[src/rtl/game_frame_if.sv]
// game_frame_if: bundles the video, control and status signals of game_frame_ctrl
//   master: drives bright, hCount, vCount, frame_tick, button, bird_y, sprite_px,
//           pipe_pixel, pipe_pass, collision; receives game_run, game_start, state,
//           rgb, score, high_score
//   slave:  the controller side, directions mirrored
interface game_frame_if #(
    parameter int NUM_PIPES    = 3,
    parameter int SCORE_DIGITS = 4
);
    logic                      bright;
    logic [9:0]                hCount;
    logic [9:0]                vCount;
    logic                      frame_tick;
    logic                      button;
    logic [9:0]                bird_y;
    logic [11:0]               sprite_px;
    logic [NUM_PIPES-1:0]      pipe_pixel;
    logic [NUM_PIPES-1:0]      pipe_pass;
    logic                      collision;
    logic                      game_run;
    logic                      game_start;
    logic [1:0]                state;
    logic [11:0]               rgb;
    logic [4*SCORE_DIGITS-1:0] score;
    logic [4*SCORE_DIGITS-1:0] high_score;
    modport master (
        output bright, hCount, vCount, frame_tick, button, bird_y, sprite_px,
               pipe_pixel, pipe_pass, collision,
        input  game_run, game_start, state, rgb, score, high_score
    );
    modport slave (
        input  bright, hCount, vCount, frame_tick, button, bird_y, sprite_px,
               pipe_pixel, pipe_pass, collision,
        output game_run, game_start, state, rgb, score, high_score
    );
endinterface

[src/rtl/game_frame_ctrl.sv]
// game_frame_ctrl: game state machine, BCD score/high score and registered pixel mux
//   clk   pixel clock
//   reset asynchronous active-low reset
//   bus   game_frame_if.slave: video/sprite/pipe inputs, button, collision,
//         frame_tick in; game_run, game_start, state, rgb, score, high_score out
module game_frame_ctrl #(
    parameter int          NUM_PIPES    = 3,
    parameter int          SCORE_DIGITS = 4,
    parameter int          FLASH_FRAMES = 30,
    parameter int          BIRD_X       = 200,
    parameter int          SPRITE_W     = 24,
    parameter int          SPRITE_H     = 24,
    parameter logic [11:0] KEY_COLOR    = 12'hF0F,
    parameter logic [11:0] BG_COLOR     = 12'h5CC,
    parameter logic [11:0] PIPE_COLOR   = 12'h0F0,
    parameter logic [11:0] FLASH_COLOR  = 12'hFFF
) (
    input logic         clk,
    input logic         reset,
    game_frame_if.slave bus
);
    localparam logic [1:0] IDLE  = 2'd0;
    localparam logic [1:0] PLAY  = 2'd1;
    localparam logic [1:0] DYING = 2'd2;
    localparam logic [1:0] OVER  = 2'd3;
    localparam int SW = 4 * SCORE_DIGITS;

    logic [1:0]           btn_sync_q;
    logic                 btn_prev_q;
    logic [NUM_PIPES-1:0] prev_pass_q;
    logic [1:0]           state_q, state_d;
    logic [SW-1:0]        score_q, score_d, high_q, high_d, score_add, score_inc;
    logic [7:0]           flash_cnt_q, flash_cnt_d;
    logic                 start_q, start_d;
    logic [11:0]          rgb_q, rgb_d;
    logic                 btn_edge, in_box;
    logic [3:0]           k, carry;
    logic [4:0]           sum;

    assign btn_edge = btn_sync_q[1] & ~btn_prev_q;
    assign k        = 4'($countones(bus.pipe_pass & ~prev_pass_q));

    // Ripple BCD add of k; any carry out of the top digit means the result passed all-9s
    always_comb begin
        carry     = k;
        sum       = '0;
        score_add = '0;
        for (int i = 0; i < SCORE_DIGITS; i++) begin
            sum = {1'b0, score_q[4*i +: 4]} + {1'b0, carry};
            score_add[4*i +: 4] = (sum >= 5'd10) ? 4'(sum - 5'd10) : sum[3:0];
            carry = (sum >= 5'd10) ? 4'd1 : 4'd0;
        end
        score_inc = (carry != 4'd0) ? {SCORE_DIGITS{4'h9}} : score_add;
    end

    always_comb begin
        state_d     = state_q;
        score_d     = score_q;
        high_d      = high_q;
        flash_cnt_d = flash_cnt_q;
        start_d     = 1'b0;
        case (state_q)
            IDLE: if (btn_edge) begin
                state_d = PLAY;
                score_d = '0;
                start_d = 1'b1;
            end
            PLAY: begin
                score_d = score_inc;
                if (bus.collision) begin
                    state_d     = DYING;
                    flash_cnt_d = 8'(FLASH_FRAMES);
                end
            end
            DYING: if (bus.frame_tick) begin
                flash_cnt_d = flash_cnt_q - 8'd1;
                if (flash_cnt_q == 8'd1) begin
                    state_d = OVER;
                    high_d  = (score_q > high_q) ? score_q : high_q;
                end
            end
            default: if (btn_edge) state_d = IDLE;
        endcase
    end

    assign in_box = ({1'b0, bus.hCount} >= 11'(BIRD_X)) &&
                    ({1'b0, bus.hCount} <  11'(BIRD_X + SPRITE_W)) &&
                    ({1'b0, bus.vCount} >= {1'b0, bus.bird_y}) &&
                    ({1'b0, bus.vCount} <  {1'b0, bus.bird_y} + 11'(SPRITE_H));

    assign rgb_d = !bus.bright                                ? 12'h000 :
                   (state_q == DYING && flash_cnt_q[1])       ? FLASH_COLOR :
                   (in_box && bus.sprite_px != KEY_COLOR)     ? bus.sprite_px :
                   (state_q != IDLE && |bus.pipe_pixel)       ? PIPE_COLOR : BG_COLOR;

    always_ff @(posedge clk or negedge reset) begin
        if (!reset) begin
            btn_sync_q  <= '0;
            btn_prev_q  <= 1'b0;
            prev_pass_q <= '0;
            state_q     <= IDLE;
            score_q     <= '0;
            high_q      <= '0;
            flash_cnt_q <= '0;
            start_q     <= 1'b0;
            rgb_q       <= '0;
        end else begin
            btn_sync_q  <= {btn_sync_q[0], bus.button};
            btn_prev_q  <= btn_sync_q[1];
            prev_pass_q <= bus.pipe_pass;
            state_q     <= state_d;
            score_q     <= score_d;
            high_q      <= high_d;
            flash_cnt_q <= flash_cnt_d;
            start_q     <= start_d;
            rgb_q       <= rgb_d;
        end
    end

    assign bus.game_run   = (state_q == PLAY);
    assign bus.game_start = start_q;
    assign bus.state      = state_q;
    assign bus.rgb        = rgb_q;
    assign bus.score      = score_q;
    assign bus.high_score = high_q;
endmodule
[src/flat_wrapper.sv]
// flat-port wrapper written by rule: the top's interface ports become plain ports
module game_frame_ctrl_flat 
#(
    parameter int          NUM_PIPES    = 3,
    parameter int          SCORE_DIGITS = 4,
    parameter int          FLASH_FRAMES = 30,
    parameter int          BIRD_X       = 200,
    parameter int          SPRITE_W     = 24,
    parameter int          SPRITE_H     = 24,
    parameter logic [11:0] KEY_COLOR    = 12'hF0F,
    parameter logic [11:0] BG_COLOR     = 12'h5CC,
    parameter logic [11:0] PIPE_COLOR   = 12'h0F0,
    parameter logic [11:0] FLASH_COLOR  = 12'hFFF
)
  (clk, reset, bus_bright, bus_hCount, bus_vCount, bus_frame_tick, bus_button, bus_bird_y, bus_sprite_px, bus_pipe_pixel, bus_pipe_pass, bus_collision, bus_game_run, bus_game_start, bus_state, bus_rgb, bus_score, bus_high_score);
  game_frame_if #(.NUM_PIPES(NUM_PIPES), .SCORE_DIGITS(SCORE_DIGITS)) bus_i ();
  input logic clk;
  input logic reset;
  input wire logic [$bits(bus_i.bright)-1:0] bus_bright;
  input wire logic [$bits(bus_i.hCount)-1:0] bus_hCount;
  input wire logic [$bits(bus_i.vCount)-1:0] bus_vCount;
  input wire logic [$bits(bus_i.frame_tick)-1:0] bus_frame_tick;
  input wire logic [$bits(bus_i.button)-1:0] bus_button;
  input wire logic [$bits(bus_i.bird_y)-1:0] bus_bird_y;
  input wire logic [$bits(bus_i.sprite_px)-1:0] bus_sprite_px;
  input wire logic [$bits(bus_i.pipe_pixel)-1:0] bus_pipe_pixel;
  input wire logic [$bits(bus_i.pipe_pass)-1:0] bus_pipe_pass;
  input wire logic [$bits(bus_i.collision)-1:0] bus_collision;
  output wire logic [$bits(bus_i.game_run)-1:0] bus_game_run;
  output wire logic [$bits(bus_i.game_start)-1:0] bus_game_start;
  output wire logic [$bits(bus_i.state)-1:0] bus_state;
  output wire logic [$bits(bus_i.rgb)-1:0] bus_rgb;
  output wire logic [$bits(bus_i.score)-1:0] bus_score;
  output wire logic [$bits(bus_i.high_score)-1:0] bus_high_score;
  assign bus_i.bright = bus_bright;
  assign bus_i.hCount = bus_hCount;
  assign bus_i.vCount = bus_vCount;
  assign bus_i.frame_tick = bus_frame_tick;
  assign bus_i.button = bus_button;
  assign bus_i.bird_y = bus_bird_y;
  assign bus_i.sprite_px = bus_sprite_px;
  assign bus_i.pipe_pixel = bus_pipe_pixel;
  assign bus_i.pipe_pass = bus_pipe_pass;
  assign bus_i.collision = bus_collision;
  assign bus_game_run = bus_i.game_run;
  assign bus_game_start = bus_i.game_start;
  assign bus_state = bus_i.state;
  assign bus_rgb = bus_i.rgb;
  assign bus_score = bus_i.score;
  assign bus_high_score = bus_i.high_score;
  game_frame_ctrl #(.NUM_PIPES(NUM_PIPES), .SCORE_DIGITS(SCORE_DIGITS), .FLASH_FRAMES(FLASH_FRAMES), .BIRD_X(BIRD_X), .SPRITE_W(SPRITE_W), .SPRITE_H(SPRITE_H), .KEY_COLOR(KEY_COLOR), .BG_COLOR(BG_COLOR), .PIPE_COLOR(PIPE_COLOR), .FLASH_COLOR(FLASH_COLOR)) u_core (.clk(clk), .reset(reset), .bus(bus_i));
endmodule
[config.mk]
export PLATFORM = sky130hd
export DESIGN_NAME = game_frame_ctrl_flat
export DESIGN_NICKNAME = d
export VERILOG_FILES = /design/src/rtl/game_frame_if.sv /design/src/rtl/game_frame_ctrl.sv /design/src/flat_wrapper.sv
export SDC_FILE = /design/constraint.sdc
export NUM_CORES = 1
export LEC_CHECK = 0
export CAP_MARGIN = 20
export CORE_MARGIN = 2
export CORE_UTILIZATION = 34
export CTS_CLUSTER_SIZE = 30
export DETAILED_ROUTE_END_ITERATION = 10
export GPL_ROUTABILITY_DRIVEN = 0
export PLACE_DENSITY = 0.69
export SLEW_MARGIN = 20
export SYNTH_ARGS = -nofsm -noshare
export SYNTH_HDL_FRONTEND = slang
export SYNTH_SLANG_ARGS = --single-unit
[constraint.sdc]
create_clock -name clk -period 6.97 [get_ports clk]
set_input_delay 1.0455 -clock clk [delete_from_list [all_inputs] [get_ports clk]]
set_output_delay 1.0455 -clock clk [all_outputs]
set_load 0.02 [all_outputs]
; ---- Yosys cells after proc, flatten, opt, wreduce, memory -nomap -nowiden
; Index checks and enable logic that the tools add are counted.
[word_totals]
reg_bits = 61
in_bits = 54
output_inout_bits = 48
elab_cells = 85
[op_classes]
add_sub_neg = 12
order_cmp = 9
eq_ne = 8
n_mux = 26
bitwise_logic = 4
n_reduce_logical = 17
[op_table]
columns = operator, count
row1 = $mux 12, 3
row2 = $mux 16, 2
row3 = $pmux 16 s2, 1
row4 = $ge 5x4->1 const B, 4
row5 = $gt 16x16->1, 1
row6 = $mux 4, 4
row7 = $mux 8, 2
row8 = $pmux 8 s2, 1
row9 = $sub 4x4->4 const B, 4
row10 = $add 4x1->5, 3
row11 = $ne 12x12->1 const B, 1
row12 = $add 10x5->11 const B, 1
row13 = $lt 10x11->1, 1
row14 = $mux 11, 1
row15 = $ge 10x10->1, 1
row16 = $ge 10x8->1 const B, 1
row17 = $lt 10x8->1 const B, 1
row18 = $mux 2, 5
row19 = $eq 8x1->1 const B, 1
row20 = $sub 8x1->8 const B, 1
row21 = $logic_and 1x1->1, 6
row22 = $mux 1, 6
row23 = $pmux 2 s3, 1
row24 = $reduce_bool 2->1, 3
row25 = other kinds (19), 21

; ---- Logic depth before layout (Yosys ltp)
[logic_depth]
ltp_word = 19
depth_mapped = 37
ltp_nobuf = 37

; ---- Worst setup path before layout
; Ideal clock, no wire load.
[synth_path]
path_kind = input to register
startpoint = in bus_pipe_pass[0]
endpoint = reg u_core.score_q[14], in the netlist u_core.bus.score[14]
setup_time_ns = 0.083
arrival_time_ns = 7.755
required_time_ns = 6.887
path_slack_ns = -0.869
stages = 37
path_buffers = 0
cell_sequence = nor2b_1 inv_1 fa_1 inv_1 ha_1 inv_1 fa_1 xor2_1 ha_1 a21bo_2 a21oi_1 a31oi_2 ha_1 ha_1 xnor2_1 ha_1 inv_1 a31oi_1 nor2_1 a311oi_2 inv_1 ha_1 ha_1 xnor2_1 ha_1 inv_1 a31oi_1 nor2_1 a311oi_2 inv_1 ha_1 ha_1 mux2_2 o221a_2 nor2_2 nand2_1 o21ai_0
[synth_via]
elab_chain_cells = 18
elab_cells_between_ends = 20
cone_classes = add/sub (7) / order compare (4) / mux (7) / bitwise (1) / reduce/logical (1)
[synth_rtl]
columns = element, line
row1 = start: declaration, flat_wrapper.sv:27  ; input wire logic [$bits(bus_i.pipe_pass)-1:0] bus_pipe_pass;
row2 = $and 3x3->3 (*), game_frame_ctrl.sv:41  ; assign k = 4'($countones(bus.pipe_pass & ~prev_pass_q));
row3 = $add 1x1->2 (implied by the code) (*), game_frame_ctrl.sv:41
row4 = $add 4x1->4 (implied by the code) (*), game_frame_ctrl.sv:41
row5 = $add 4x4->5 (*), game_frame_ctrl.sv:49  ; sum = {1'b0, score_q[4*i +: 4]} + {1'b0, carry};
row6 = $ge 5x4->1 (*), game_frame_ctrl.sv:51  ; carry = (sum >= 5'd10) ? 4'd1 : 4'd0;
row7 = $mux 1 (*), game_frame_ctrl.sv:51
row8 = $add 4x1->5 (*), game_frame_ctrl.sv:49
row9 = $ge 5x4->1 (*), game_frame_ctrl.sv:51
row10 = (+2 left out), -
row11 = $ge 5x4->1 (*), game_frame_ctrl.sv:51
row12 = $mux 1 (*), game_frame_ctrl.sv:51
row13 = $add 4x1->5 (*), game_frame_ctrl.sv:49
row14 = $ge 5x4->1, "game_frame_ctrl.sv:50, game_frame_ctrl.sv:51"
row15 = $mux 1, game_frame_ctrl.sv:51
row16 = $reduce_bool 4->1, game_frame_ctrl.sv:53  ; score_inc = (carry != 4'd0) ? {SCORE_DIGITS{4'h9}} : score_add;
row17 = $mux 16 (*), game_frame_ctrl.sv:53
row18 = $pmux 16 s2 (*), game_frame_ctrl.sv:62  ; case (state_q)
row19 = end signal: assignment, game_frame_ctrl.sv:112  ; score_q <= score_d;
row20 = end: declaration, game_frame_ctrl.sv:32  ; logic [SW-1:0] score_q, score_d, high_q, high_d, score_add, score_inc;
; Every way passes the cells marked *; elsewhere a longest branch is shown, timed or not.
; A chain may end at the register's enable or synchronous reset.

; ---- Worst setup path after layout
[layout_path]
startpoint = in bus_pipe_pass[0]
endpoint = reg u_core.score_q[11], in the netlist u_core.bus.score[11]
[layout_via]
elab_chain_cells = 18
elab_cells_between_ends = 20
cone_classes = add/sub (7) / order compare (4) / mux (7) / bitwise (1) / reduce/logical (1)
[layout_rtl]
columns = element, line
row1 = $and 3x3->3 (*), game_frame_ctrl.sv:41
row2 = $add 1x1->2 (implied by the code) (*), game_frame_ctrl.sv:41
row3 = $add 4x1->4 (implied by the code) (*), game_frame_ctrl.sv:41
row4 = $add 4x4->5 (*), game_frame_ctrl.sv:49
row5 = $ge 5x4->1 (*), game_frame_ctrl.sv:51
row6 = $mux 1 (*), game_frame_ctrl.sv:51
row7 = $add 4x1->5 (*), game_frame_ctrl.sv:49
row8 = $ge 5x4->1 (*), game_frame_ctrl.sv:51
row9 = (+2 left out), -
row10 = $ge 5x4->1, "game_frame_ctrl.sv:50, game_frame_ctrl.sv:51"
row11 = $mux 1, game_frame_ctrl.sv:51
row12 = $add 4x1->5, game_frame_ctrl.sv:49
row13 = $ge 5x4->1, game_frame_ctrl.sv:51
row14 = $mux 1, game_frame_ctrl.sv:51
row15 = $reduce_bool 4->1, game_frame_ctrl.sv:53
row16 = $mux 16 (*), game_frame_ctrl.sv:53
row17 = $pmux 16 s2 (*), game_frame_ctrl.sv:62
; Marks and branches as above.

==> run metrics <==
status finished with violations; failing checks negative setup slack; post-synthesis sequential area ratio 36.0%; Final setup violation count 11; Post-Synth XOR/XNOR Area 3.31%; Final Core Density 52.3%; Die Y 116 um; RSZ-0062 raised after global routing yes; total power per unit cell area 311 nW/um^2; drt wl/cell 15.1 um; Initial Util 35.0%; Warnings, synthesis 0; crit path max fanout 5; RR Startpoint u_core.prev_pass_q[0]; 1st-iter DRT viols 173; clk buf depth 2; Synth Area in Compound Gates 18.4%; critical path launch point bus_pipe_pass[0]; Worst EP required 7140 ps; CTS tree yes; DP Wirelength 8360 um; static leakage 2.81 nW; largest net degree at the start of global routing 62; share of layout cells above drive strength 1 20.7%; Worst Path Class, Setup in -> reg; final WL 11300 um; CTS root buffer clkbuf_16; Synth Area per Inst 9.63 um^2; initial antenna violation count 0; TritonCTS Buffers 9; most used flip-flop cell after synthesis dfrtp_1; worst hold path class reg -> reg; worst hold path depth 0; Slew Viols, Final 0; P&R area growth vs syn 49.4%; path depth of the worst reg2reg path 36; Yosys reg bits 61; Ports 102; vias in the first global route 3875; Yosys cell types 59; chip width 116 um; CP most frequent cell ha_4; grt total ovfl 0; PortBufs 98; CORE AREA 12100 um^2; Final Hold Fails 0; DIE AREA 13400 um^2; syn nets 551; nets@finish 690; Adder-Cell Fraction of Synth Area 17.2%; Synth async-reset ratio 100%; maxcap violations 0; final setup TNS -341 ps; design area 6330 um^2; H-Tree Depth 3; Clock Pin Slew Worst Setup and Hold Paths 60 ps; cts hold-fix bufs 0; maximum vdd drop 0.176 mV; largest family of logic cells by synthesized area compound AO/OA/AOI/OAI gates; Mapped Area 4240 um^2; commonest non-fill, non-tap cells in the layout 94 x clkdlybuf4s50_1, 61 x dfrtp_1, 51 x inv_1, 44 x ha_1, 38 x buf_4; Slew headroom 32.5%; R2R setup slack 310 ps; Startpoint Class input pin; # DRC 0; Routed Antenna Nets 0; minimum clock period 7060 ps; CP max-delay cell fa_1; number of synthesized flops with an enable pin 0; row cnt 40; Reg-to-Reg End u_core.bus.score[11]; first-pass GRT wire length 18600 um; fin crit share 101%; via/cell ratio 5.08; total power 1.97 mW; final worst slack -90.9 ps; via count 3820; clock sinks 61; n_diodes 0; Area after DPL 5800 um^2; Mapped Cells 440; Final Skew 7.80 ps; Critical Path End u_core.bus.score[11]; Critical Path AT 7230 ps; drt pass-1 iters 4; clock latency on the worst-skew pair 330 ps; post-synthesis mux area share 5.43%; simple logic cell fraction of the synthesized area 13.4%; Worst Max-Slew Pin Slew 1010 ps; commonest non-fill, non-tap cell in the layout clkdlybuf4s50_1; Total GRT Usage 17.7%; critical path capture point type register; crit-path max cell delay 450 ps; Fmax 0.142 GHz
[per-stage QoR]
step	setup WS (ps)	cells	hold WS, ps
after detailed placement	-888	720	336
after CTS	-200	748	349
after global placement	-706	720	338
after global routing	-329	752	356
final	-90.9	752	347
after floorplan	-288	440	331
[timing repair]
item | CTS | global route
resized for setup | 23 | 13
pin swaps | 18 | 15
setup buffers | 11 | 4
hold endpoints to repair | 0 | 0
cloned | 1 | 0
setup endpoints to repair | 16 | 16
[flip-flops by register name (all words and copies together) (netlist names)]
register / flops
u_core.bus.state: 2
u_core.flash_cnt_q: 8
u_core.bus.game_start: 1
u_core.btn_prev_q: 1
u_core.bus.high_score: 16
u_core.prev_pass_q: 3
u_core.btn_sync_q: 2
u_core.bus.rgb: 12
u_core.bus.score: 16
[per-layer routing]
metal / track usage [%] / part of all wire [%] / vias up
met5: 0 / 0 / -
met4: 3.97 / 1.2 / 0
li1: - / - / 1849
met1: 21.6 / 43 / 1858
met2: 31.3 / 51 / 100
met3: 4.55 / 4.7 / 13
[cell families after synthesis]
family	Yosys count
flip-flops	61
buffers and inverters	67
AND/OR/NAND/NOR	110
multiplexers	21
AO/OA/AOI/OAI	108
adder cells (fa/ha/maj)	57
XOR/XNOR	16
[cell type report]
cell class	instances	area [um^2]
Sequential cell	61	1530
Tap cell	168	210
Timing Repair Buffer	138	1270
Clock buffer	9	225
Fill cell	1108	5780
Clock inverter	7	75.1
Inverter	56	210
Multi-Input combinational cell	313	2810
[critical path: cells and delay by family]
family | cells | cell delay, ps
and+or+nand+nor | 3 | 270
buffers and inverters | 8 | 540
xor gates and xnor gates | 3 | 530
muxes | 1 | 310
adders and majority gates | 12 | 2520
AOI/OAI and AO/OA | 10 | 1980
[where the power goes]
group | switching (mW) | total, mW | internal [mW] | leakage [nW]
Sequential | 0.0950 | 0.509 | 0.414 | 0.791
Combinational | 0.527 | 1.01 | 0.486 | 1.89
Clock | 0.170 | 0.448 | 0.278 | 0.138
[synth_stat cells, types with 3 or more instances]
cell      number  share of area, %
a21o_1         6               1.1
a21oi_1       29               3.4
a221oi_2       4               1.4
a22o_1         7               1.4
a31oi_1        5              0.74
and2_1         3              0.44
clkbuf_1       7              0.62
dfrtp_1       61                36
ha_1          55                16
inv_1         56               5.0
mux2_1         9               2.4
mux2_2         7               1.9
mux2i_1        5               1.2
nand2_1       31               2.7
nand2b_1       5              0.74
nand3_1       11               1.3
nand4_1        5              0.74
nor2_1        23               2.0
nor2b_1        6              0.89
nor3_1         8              0.94
nor4_1         3              0.44
o211ai_1       3              0.53
o21ai_0       26               3.1
o22ai_1        3              0.44
xnor2_1       12               2.5
xor2_1         4              0.83
[worst min-delay path by stage]
stage / start / slack, ps / end
2_1_floorplan: u_core.btn_sync_q[0] / 330 / u_core.btn_sync_q[1]
3_3_place_gp: u_core.btn_sync_q[0] / 340 / u_core.btn_sync_q[1]
3_5_place_dp: u_core.btn_sync_q[0] / 340 / u_core.btn_sync_q[1]
4_1_cts: u_core.btn_sync_q[0] / 350 / u_core.btn_sync_q[1]
5_1_grt: u_core.btn_sync_q[0] / 360 / u_core.btn_sync_q[1]
6_report: u_core.btn_sync_q[0] / 350 / u_core.btn_sync_q[1]
Note: power is estimated with default switching activity, not from simulation.
